### config.mk
export PLATFORM = sky130hd
export DESIGN_NAME = beta_fetch_unit
export DESIGN_NICKNAME = d
export VERILOG_FILES = /design/src/rtl/beta_fetch_unit.sv
export SDC_FILE = /design/constraint.sdc
export NUM_CORES = 1
export LEC_CHECK = 0
export CAP_MARGIN = 20
export CELL_PAD_IN_SITES_DETAIL_PLACEMENT = 0
export CELL_PAD_IN_SITES_GLOBAL_PLACEMENT = 1
export CORE_UTILIZATION = 30
export CTS_CLUSTER_SIZE = 12
export DETAILED_ROUTE_END_ITERATION = 10
export PLACE_DENSITY = 0.86
export SKIP_CTS_REPAIR_TIMING = 1
export SKIP_LAST_GASP = 1
export SLEW_MARGIN = 25
export SYNTH_ARGS = -nofsm -noshare
export SYNTH_HDL_FRONTEND = slang
export SYNTH_SLANG_ARGS = --single-unit
### constraint.sdc
create_clock -name CLK -period 5.5 [get_ports CLK]
set_clock_uncertainty 0.15 [all_clocks]
set_input_delay 1.375 -clock CLK [delete_from_list [all_inputs] [get_ports CLK]]
set_output_delay 1.375 -clock CLK [all_outputs]
set_load 0.01 [all_outputs]
### src/rtl/beta_fetch_unit.sv
// beta_fetch_unit: PC register and instruction-fetch stage of the unpipelined Beta.
// Holds the PC, runs the request/ready handshake with instruction memory,
// captures the fetched word into IR and derives the PC4 / PC4SXT operands.
module beta_fetch_unit #(
  parameter logic [31:0] RESET_VECTOR = 32'h80000000,
  parameter logic [31:0] ILLOP_VECTOR = 32'h80000004,
  parameter logic [31:0] XADR_VECTOR  = 32'h80000008,
  parameter int          TIMEOUT      = 16,
  parameter int          CNT_W        = 5
) (
  input  logic        CLK,
  input  logic        RESET_N,
  input  logic [31:0] PC_NEXT,
  input  logic        PC_ADV,
  output logic        IMEM_REQ,
  output logic [31:0] IMEM_ADDR,
  input  logic        IMEM_RDY,
  input  logic [31:0] IMEM_RDATA,
  output logic [31:0] IR,
  output logic        IR_VALID,
  output logic [31:0] PC,
  output logic [31:0] PC4,
  output logic [31:0] PC4SXT,
  input  logic        IRQ,
  output logic        IRQ_PENDING,
  output logic        FETCH_FAULT
);

  localparam logic [1:0] S_BOOT  = 2'd0;
  localparam logic [1:0] S_FETCH = 2'd1;
  localparam logic [1:0] S_HOLD  = 2'd2;

  // Last count value of a fetch window before it is declared timed out.
  localparam logic [CNT_W-1:0] CNT_LAST = CNT_W'(TIMEOUT - 1);
  localparam logic [CNT_W-1:0] CNT_ONE  = CNT_W'(1);

  logic [1:0]       state_q, state_d;
  logic [31:0]      pc_q, pc_d;
  logic [31:0]      ir_q, ir_d;
  logic [CNT_W-1:0] cnt_q, cnt_d;
  logic             irq_q, irq_d;
  logic             fault_q, fault_d;
  logic             adv_acc;
  logic             irq_clr;

  // Bit 31 is the supervisor bit and is carried from the PC, never produced by a carry.
  function automatic logic [31:0] pc4_f(input logic [31:0] pc);
    logic [30:0] sum;
    sum = pc[30:0] + 31'd4;
    return {pc[31], sum};
  endfunction

  // Branch target: PC4 plus the sign-extended word offset, wrapping in the low 31 bits.
  function automatic logic [31:0] pc4sxt_f(input logic [31:0] pc4, input logic [15:0] lit);
    logic signed [30:0] off;
    logic [30:0]        sum;
    off = {{13{lit[15]}}, lit, 2'b00};
    sum = pc4[30:0] + off;
    return {pc4[31], sum};
  endfunction

  assign adv_acc = (state_q == S_HOLD) && PC_ADV;
  assign irq_clr = adv_acc && (PC_NEXT == XADR_VECTOR);

  // Next-state logic for the fetch FSM, PC, IR, timeout count and IRQ latch.
  always_comb begin
    state_d = state_q;
    pc_d    = pc_q;
    ir_d    = ir_q;
    cnt_d   = cnt_q;
    fault_d = 1'b0;
    unique case (state_q)
      S_BOOT: begin
        state_d = S_FETCH;
      end
      S_FETCH: begin
        if (IMEM_RDY) begin
          // A ready on the final cycle of the window still wins over the timeout.
          ir_d    = IMEM_RDATA;
          cnt_d   = '0;
          state_d = S_HOLD;
        end else if (cnt_q == CNT_LAST) begin
          fault_d = 1'b1;
          pc_d    = ILLOP_VECTOR;
          cnt_d   = '0;
        end else begin
          cnt_d = cnt_q + CNT_ONE;
        end
      end
      S_HOLD: begin
        if (PC_ADV) begin
          pc_d    = {PC_NEXT[31:2], 2'b00};
          state_d = S_FETCH;
        end
      end
      default: begin
        state_d = S_BOOT;
      end
    endcase
    // A new request in the same cycle as the clearing jump keeps the latch set.
    irq_d = IRQ | (irq_q & ~irq_clr);
  end

  // State registers; reset aborts any fetch in flight.
  always_ff @(posedge CLK or negedge RESET_N) begin
    if (!RESET_N) begin
      state_q <= S_BOOT;
      pc_q    <= RESET_VECTOR;
      ir_q    <= '0;
      cnt_q   <= '0;
      irq_q   <= 1'b0;
      fault_q <= 1'b0;
    end else begin
      state_q <= state_d;
      pc_q    <= pc_d;
      ir_q    <= ir_d;
      cnt_q   <= cnt_d;
      irq_q   <= irq_d;
      fault_q <= fault_d;
    end
  end

  assign IMEM_REQ    = (state_q == S_FETCH);
  assign IMEM_ADDR   = pc_q;
  assign IR          = ir_q;
  assign IR_VALID    = (state_q == S_HOLD);
  assign PC          = pc_q;
  assign PC4         = pc4_f(pc_q);
  assign PC4SXT      = pc4sxt_f(PC4, ir_q[15:0]);
  assign IRQ_PENDING = irq_q & ~pc_q[31];
  assign FETCH_FAULT = fault_q;

endmodule

# After elaboration in Yosys (flattened, before gate mapping)
# Cells that the tools add are included.
# op_classes
n_mul	0
n_reduce_logical	7
muxes	12
shift	0
eq_ne	8
n_bitwise	5
add_sub_neg	3
magnitude_cmp	0
div_mod_pow	0
# ops
op	n
two-way mux 32 bit	3
case mux 32 bit (2 select lines)	1
== test 32 bit, second input constant	1
adder 31 x 3 -> 31 bit, second input constant	1
adder 31 bit	1
two-way mux 5 bit	2
case mux 2 bit (3 select lines)	1
adder 5 x 1 -> 5 bit, second input constant	1
== test 5 x 4 -> 1 bit, second input constant	1
two-way mux 2 bit	2
inequality test 2 x 1 -> 1 bit, second input constant	2
inequality test 2 bit, second input constant	2
AND reduction 2 bit	2
AND reduction 4 bit	1
two-way mux 1 bit	3
AND 1 bit	2
== test 2 x 1 -> 1 bit, second input constant	1
== test 2 bit, second input constant	1
logical AND 1 bit	2
logical NOT 2 bit	1
inverter 1 bit	2
nonzero test 2 bit	1
OR 1 bit	1
# word_totals
latchBits	0
rom_bits	0
ram_bits	0
mem_count	0
inputBits	69
regBits	73

# Longest topological paths before layout
# Gate-level depths: netlist of the first run.
# logic_depth
depth_word	6
depth_mapped	15
ltp_nobuf	14

# Least setup slack after synthesis of the first run
# OpenSTA, ideal clock, no wires.
# synth_path
path_kind	register -> output
start	register pc_q[2], in the netlist IMEM_ADDR[2]
end	output port PC4SXT[29]
arrival_time_ps	3755
slack_ps	220
path_stages_with_launch	16
required_ps	3975
path_cell_list	dfrtp_1 -> ha_1 -> nand4_1 -> nor3_1 -> and3_1 -> and2_1 -> nand4_1 -> xnor2_1 -> ha_1 -> buf_6 -> a21o_1 -> a31oi_2 -> o2bb2ai_1 -> or4_1 -> o21a_1 -> xor2_1
# synth_between
elab_chain_len	2
# synth_rtl
item	line_no	source
from (decl)	38	logic [31:0] pc_q, pc_d;
from (signal assigned)	115	pc_q <= pc_d;
adder 31 x 3 -> 31 bit	49	sum = pc[30:0] + 31'd4;
via PC4[20]	22	output logic [31:0] PC4,
adder 31 bit	58	sum = pc4[30:0] + off;
to (decl)	23	output logic [31:0] PC4SXT,
# The timed path passes the listed nets, and every way through them passes these cells.

# Final worst setup path of the first run
# layout_path
start	register pc_q[3], in the netlist IMEM_ADDR[3]
end	output port PC4SXT[29]
# layout_between
elab_chain_len	2
# layout_rtl
item	line_no
adder 31 x 3 -> 31 bit	49
adder 31 bit	58
# Every way passes these cells.

==> impl_metrics.tcl, run 1 <==
set metrics [dict create \
    run_status "complete, but fails checks" \
    violations "negative setup slack" \
    floorplan.die.height_um 135 \
    final.period_utilization_pct 101 \
    timing.rr.start "state_q[0]" \
    cts_num_sinks 71 \
    synth.top_cell.area_share_pct 32.9 \
    root_buffer "sky130_fd_sc_hd__clkbuf_16" \
    yosys.cell_types.count 64 \
    r2r_setup_slack_ps 3280 \
    endpoint_of_the_worst_hold_timing_path "FETCH_FAULT" \
    die_area_um2 18300 \
    hp-class "flip-flop to flip-flop" \
    largest_net_degree_at_the_start_of_global_routing 72 \
    ys_top_cells_by_area "sky130_fd_sc_hd__dfrtp_1 33%, sky130_fd_sc_hd__ha_1 7.5%, sky130_fd_sc_hd__nand2_1 7.0%, sky130_fd_sc_hd__mux2_2 6.8%, sky130_fd_sc_hd__buf_4 5.6%" \
    whs_path_depth 1 \
    yosysWarnings 0 \
    synth_flop_cell "sky130_fd_sc_hd__dfrtp_1" \
    portBuffers 224 \
    floorplan.initialDensity_pct 30.8 \
    synthesized_instance_count 593 \
    firstDrtPassIters 4 \
    regArea_um2 1780 \
    postRouteAntennaNets 0 \
    highest_layer "met4" \
    max_slew_violation_count 0 \
    antenna_cells_inserted 0 \
    hold_path_startpoint "cnt_q[4]" \
    wl_met3_mm 1.00 \
    clock_buffer_count_from_cts 9 \
    fin_crit_ps 5550 \
    tritoncts "built" \
    syn2layout_area_growth_pct 54.5 \
    vias_in_the_first_global_route 5027 \
    critPathRequiredTime_ps 3970 \
    worst_setup_hold_path_clk_slew_ps 60 \
    endpoint_kind "output port" \
    multiInputGateArea_um2 3240 \
    average_wire_per_cell_in_the_routed_design_um 16.5 \
    synth.cell_area_um2 5330 \
    timing.setup.critical_path_class "flip-flop to output port" \
    wl_met1_mm 7.50 \
    yosys_register_bits 71 \
    cts-root-to-sink-buffers 2 \
    ys_top_cells_by_count "99 x sky130_fd_sc_hd__nand2_1, 70 x sky130_fd_sc_hd__dfrtp_1, 47 x sky130_fd_sc_hd__o21ai_0" \
    top_level_ports 233 \
    r2r-end "IMEM_ADDR[8]" \
    worst_slew_pin_slew_ps 688 \
    drive_gt1_share_pct 14.8 \
    maxSlewHeadroom_pct 54.2 \
    grt_setup_unrepaired "yes" \
    dr_total_vias 5055 \
    power.density_cell_area_nw_per_um2 710 \
    gr-total-overflow 0 \
    power.ir.vdd_worst_mv 0.405 \
    grt_antenna_before_repair 0 \
    clk-insertion-delay-late_ps 340 \
    upper_clock_frequency_limit_mhz 180 \
    seq_area_frac_synth_pct 33.4 \
    static-leakage-power_nw 3.54 \
    yosysMostFrequentCell "sky130_fd_sc_hd__nand2_1" \
    met2RoutedLength_mm 8.49 \
    cp-start-kind "flip-flop" \
    drtIter0Drc 223 \
    post-route-worst-setup-slack_ps -46.9 \
    critical_path_arrival_ps 4020 \
    drc 0 \
    core_area_um2 17300 \
    final_net_count 920 \
    setup-violations-final 2 \
    x_dimension_of_the_die_um 135 \
    maxCapViolations 0 \
    critical_path_peak_fanout 4 \
    postSynthAreaPerCell_um2 8.99 \
    gp_congestion 0.944 \
    placement.setup.worst_slack_ps 104 \
    drt-vias-per-instance 4.82 \
    ff2ff_path_depth 8 \
    drt_total_wl_mm 17.3 \
    synth_edf_count 0 \
    floorplan.rows 48 \
    timing_hold_violations_final 0 \
    h-tree-depth 3 \
    global_route_wire_length_before_repair_mm 26.8 \
    grtUsageTotal_pct 19.1 \
    async_flop_share_pct 100 \
    synth.largest_area_cell "sky130_fd_sc_hd__dfrtp_1" \
    final.fill_count 1655 \
    hold-worst-slack_ps 311 \
    hpwlAfterDp_mm 13.6 \
]
==> cell usage in the layout, fill, tap and decap left out, types with 16 or more instances in the layout <==
| cell type | n |
|---|---|
| sky130_fd_sc_hd__ha_1 | 31 |
| sky130_fd_sc_hd__xnor2_1 | 32 |
| sky130_fd_sc_hd__dfrtp_1 | 70 |
| sky130_fd_sc_hd__a21oi_1 | 29 |
| sky130_fd_sc_hd__o21ai_0 | 47 |
| sky130_fd_sc_hd__nor2_1 | 24 |
| sky130_fd_sc_hd__xor2_1 | 16 |
| sky130_fd_sc_hd__clkdlybuf4s50_1 | 218 |
| sky130_fd_sc_hd__mux2_2 | 32 |
| sky130_fd_sc_hd__buf_4 | 41 |
| sky130_fd_sc_hd__nand2_1 | 99 |
==> routing by layer <==
layer	track usage, %	up-vias
met5	0	-
met4	5.99	0
met3	4.64	16
met2	32.5	151
met1	23.7	2358
li1	-	2530
==> critical path: stages, from the launching register on <==
cell and delay, ps:
sky130_fd_sc_hd__dfrtp_1 350, sky130_fd_sc_hd__ha_1 170, sky130_fd_sc_hd__nand4_1 190, sky130_fd_sc_hd__nor3_2 180, sky130_fd_sc_hd__and3_1 210, sky130_fd_sc_hd__and2_4 170
sky130_fd_sc_hd__nand4_1 110, sky130_fd_sc_hd__xnor2_1 210, sky130_fd_sc_hd__ha_1 270, sky130_fd_sc_hd__a21o_1 210, sky130_fd_sc_hd__a31oi_2 170, sky130_fd_sc_hd__o2bb2ai_1 110
sky130_fd_sc_hd__or4_1 470, sky130_fd_sc_hd__o21a_1 200, sky130_fd_sc_hd__xor2_1 130, sky130_fd_sc_hd__clkdlybuf4s50_1 550
==> power breakdown <==
group	total, mW	internal (mW)	leakage, nW	switching, mW
clock	0.671	0.435	0.165	0.235
sequential	1.02	0.760	0.894	0.265
combinational	4.15	2.19	2.48	1.95
total	5.84	3.39	3.54	2.45
==> stage by stage <==
stage	setup TNS [ps]	instances	instance area, um2	util (%)	total power, mW
2_1_floorplan	0	600	5360	-	3.16
3_3_place_gp	0	1031	7800	45.1	5.14
3_5_place_dp	0	1031	7800	45.1	5.17
4_1_cts	-1290	1047	8150	47.1	5.87
5_1_grt	-795	1048	8230	47.6	6.26
6_report	-78.4	1048	8230	47.6	5.84
==> cells by family (layout without fill, tap and decap cells) <==
logic type	Yosys count	in the layout	share of synthesized area [%]
AOI/OAI and AO/OA	127	127	15.1
muxes	34	34	7.14
DFF	71	71	33.4
buffers and inverters	66	289	7.77
and+or+nand+nor	210	210	20.0
xor gates and xnor gates	51	51	8.73
adders and majority gates	33	33	7.89
other	1	8	0.0704
==> state kept, by name, indices dropped and copies added, names as in the netlist <==
signal	cells
IR	32
state_q	2
IMEM_ADDR	30
irq_q	1
FETCH_FAULT	1
cnt_q	5
==> final cells by class <==
| class | instances | share of cell area [%] |
|---|---|---|
| inverter | 8 | 0.365 |
| timing repair buffer | 265 | 31.1 |
| multi-input combinational | 463 | 39.3 |
| clock buffer | 12 | 3.24 |
| sequential | 71 | 21.6 |
| clock inverter | 4 | 0.927 |
| tap | 225 | 3.42 |
==> worst max-delay path by stage <==
stage          cells after the start          to  slack [ps]    startpoint
6_report                          15  PC4SXT[29]         -50  IMEM_ADDR[3]
5_1_grt                           15  PC4SXT[29]        -330  IMEM_ADDR[3]
4_1_cts                           15  PC4SXT[29]        -280  IMEM_ADDR[3]
3_5_place_dp                      16  PC4SXT[28]         100  IMEM_ADDR[3]
3_3_place_gp                      16  PC4SXT[29]         150  IMEM_ADDR[2]
2_1_floorplan                     15  PC4SXT[29]         220  IMEM_ADDR[2]
Power figures use the tool's default switching activity.
==> run 2: changes to the inputs <==
SETUP_SLACK_MARGIN = 0.1   (was not set)
==> impl_metrics.tcl, run 2 (synthesized netlist as in run 1, its figures left out) <==
set metrics [dict create \
    run_status "complete, no violations" \
    floorplan.initialDensity_pct 30.8 \
    r2r_setup_slack_ps 3280 \
    final_net_count 923 \
    worst_slew_pin_slew_ps 687 \
    grt_setup_unrepaired "yes" \
    antenna_cells_inserted 0 \
    layout.cells.most_common "sky130_fd_sc_hd__clkdlybuf4s50_1" \
    ff2ff_path_depth 8 \
    gp_congestion 0.944 \
    global_route_wire_length_before_repair_mm 26.8 \
    crit_chain "ha_2, nand4_1, nor3_2, and3_4, and2_4, nand4_1, xnor2_1, ha_1, a21o_1, a211oi_2, o31a_1, o21bai_1, a211o_1, xor2_1, clkdlybuf4s50_1" \
    firstDrtPassIters 4 \
    tritoncts "built" \
    gr-total-overflow 0 \
    fin_crit_ps 5450 \
    hold_path_startpoint "cnt_q[4]" \
    static-leakage-power_nw 3.58 \
    finalSetupTns_ps 0 \
    final.period_utilization_pct 99.1 \
    cp-start-kind "flip-flop" \
    syn2layout_area_growth_pct 56.1 \
    drc 0 \
    setup-violations-final 0 \
    root_buffer "sky130_fd_sc_hd__clkbuf_16" \
    hp-class "flip-flop to flip-flop" \
    vias_in_the_first_global_route 5027 \
    floorplan.rows 48 \
    hpwlAfterDp_mm 13.6 \
    power.ir.vdd_worst_mv 0.403 \
    largest_register_ffs 32 \
    critical_path_arrival_ps 3930 \
    maxCapViolations 0 \
    x_dimension_of_the_die_um 135 \
    cts_num_sinks 71 \
    endpoint_of_the_worst_hold_timing_path "FETCH_FAULT" \
    cts-root-to-sink-buffers 2 \
    timing.rr.start "state_q[0]" \
    h-tree-depth 3 \
    largest_net_degree_at_the_start_of_global_routing 72 \
    clk-insertion-delay-late_ps 340 \
    endpoint_kind "output port" \
    critical-path-max-stage-delay_ps 550 \
    timing_hold_violations_final 0 \
    critical_path_peak_fanout 4 \
    grtUsageTotal_pct 19.1 \
    average_wire_per_cell_in_the_routed_design_um 16.5 \
    timing.setup.critical_path_class "flip-flop to output port" \
    power.density_cell_area_nw_per_um2 709 \
    drtIter0Drc 190 \
    clock_buffer_count_from_cts 9 \
    critPathRequiredTime_ps 3970 \
    floorplan.die.height_um 135 \
    drt_total_wl_mm 17.4 \
    core_area_um2 17300 \
    postRouteAntennaNets 0 \
    crit_slowest_cell "sky130_fd_sc_hd__clkdlybuf4s50_1" \
    fin_util_pct 48.1 \
    r2r-end "IMEM_ADDR[8]" \
    maxSlewHeadroom_pct 54.2 \
    worst_setup_hold_path_clk_slew_ps 60 \
    commonest_cells_after_routing_fill_and_taps_aside "214 x sky130_fd_sc_hd__clkdlybuf4s50_1, 98 x sky130_fd_sc_hd__nand2_1, 70 x sky130_fd_sc_hd__dfrtp_1" \
    whs_path_depth 1 \
    crit_top_cell "sky130_fd_sc_hd__nand4_1" \
    max_slew_violation_count 0 \
    grt_antenna_before_repair 0 \
    drt-vias-per-instance 4.82 \
    drive_gt1_share_pct 16.7 \
    path_delay_family "compound AO/OA/AOI/OAI gates" \
    die_area_um2 18300 \
    top_level_ports 233 \
    dr_total_vias 5063 \
    cp.buffers_inverters 1 \
    upper_clock_frequency_limit_mhz 183 \
    portBuffers 224 \
]
## run 2: worst max path at each step
stage,endpoint,start,cells past startpoint,slack [ps]
3_5_place_dp,PC4SXT[28],IMEM_ADDR[3],16,100
5_1_grt,PC4SXT[27],IMEM_ADDR[2],15,-210
2_1_floorplan,PC4SXT[29],IMEM_ADDR[2],15,220
3_3_place_gp,PC4SXT[29],IMEM_ADDR[2],16,150
4_1_cts,PC4SXT[29],IMEM_ADDR[3],15,-280
6_report,PC4SXT[27],IMEM_ADDR[3],15,50
## run 2: layer usage
layer	track usage (%)	share of wire (%)
met1	23.7	43
met4	5.99	1.9
met5	0	0
met3	4.64	5.8
met2	32.5	49
## run 2: through the flow
| step | cell area, um2 | hold slack [ps] | setup slack (ps) | instances | total power, mW |
|---|---|---|---|---|---|
| detailed placement | 7800 | 318 | 104 | 1031 | 5.17 |
| CTS | 8150 | 314 | -279 | 1047 | 5.87 |
| floorplan | 5360 | 282 | 220 | 600 | 3.16 |
| global placement | 7800 | 296 | 154 | 1031 | 5.14 |
| global route | 8320 | 342 | -207 | 1051 | 6.31 |
| finish | 8320 | 311 | 49.4 | 1051 | 5.90 |
## run 2: layout make-up
class | count | area, um2
fill | 1653 | 8980
multi-input combinational | 463 | 3300
timing repair buffer | 268 | 2580
sequential | 71 | 1780
tap | 225 | 282
clock buffer | 12 | 267
clock inverter | 4 | 76.3
inverter | 8 | 30.0
## run 2: power by group
| part | switching, mW | internal, mW | leakage, nW |
|---|---|---|---|
| Combinational | 1.98 | 2.22 | 2.52 |
| Sequential | 0.271 | 0.760 | 0.894 |
| Clock | 0.236 | 0.435 | 0.165 |
| Total | 2.49 | 3.41 | 3.58 |
## run 2: worst reg2reg max path: cells and delay by family, from the launching register on
family / cells / cell delay, ps
buffers and inverters: 3 / 790
and+or+nand+nor: 2 / 310
AOI/OAI and AO/OA: 3 / 440
DFF: 1 / 370
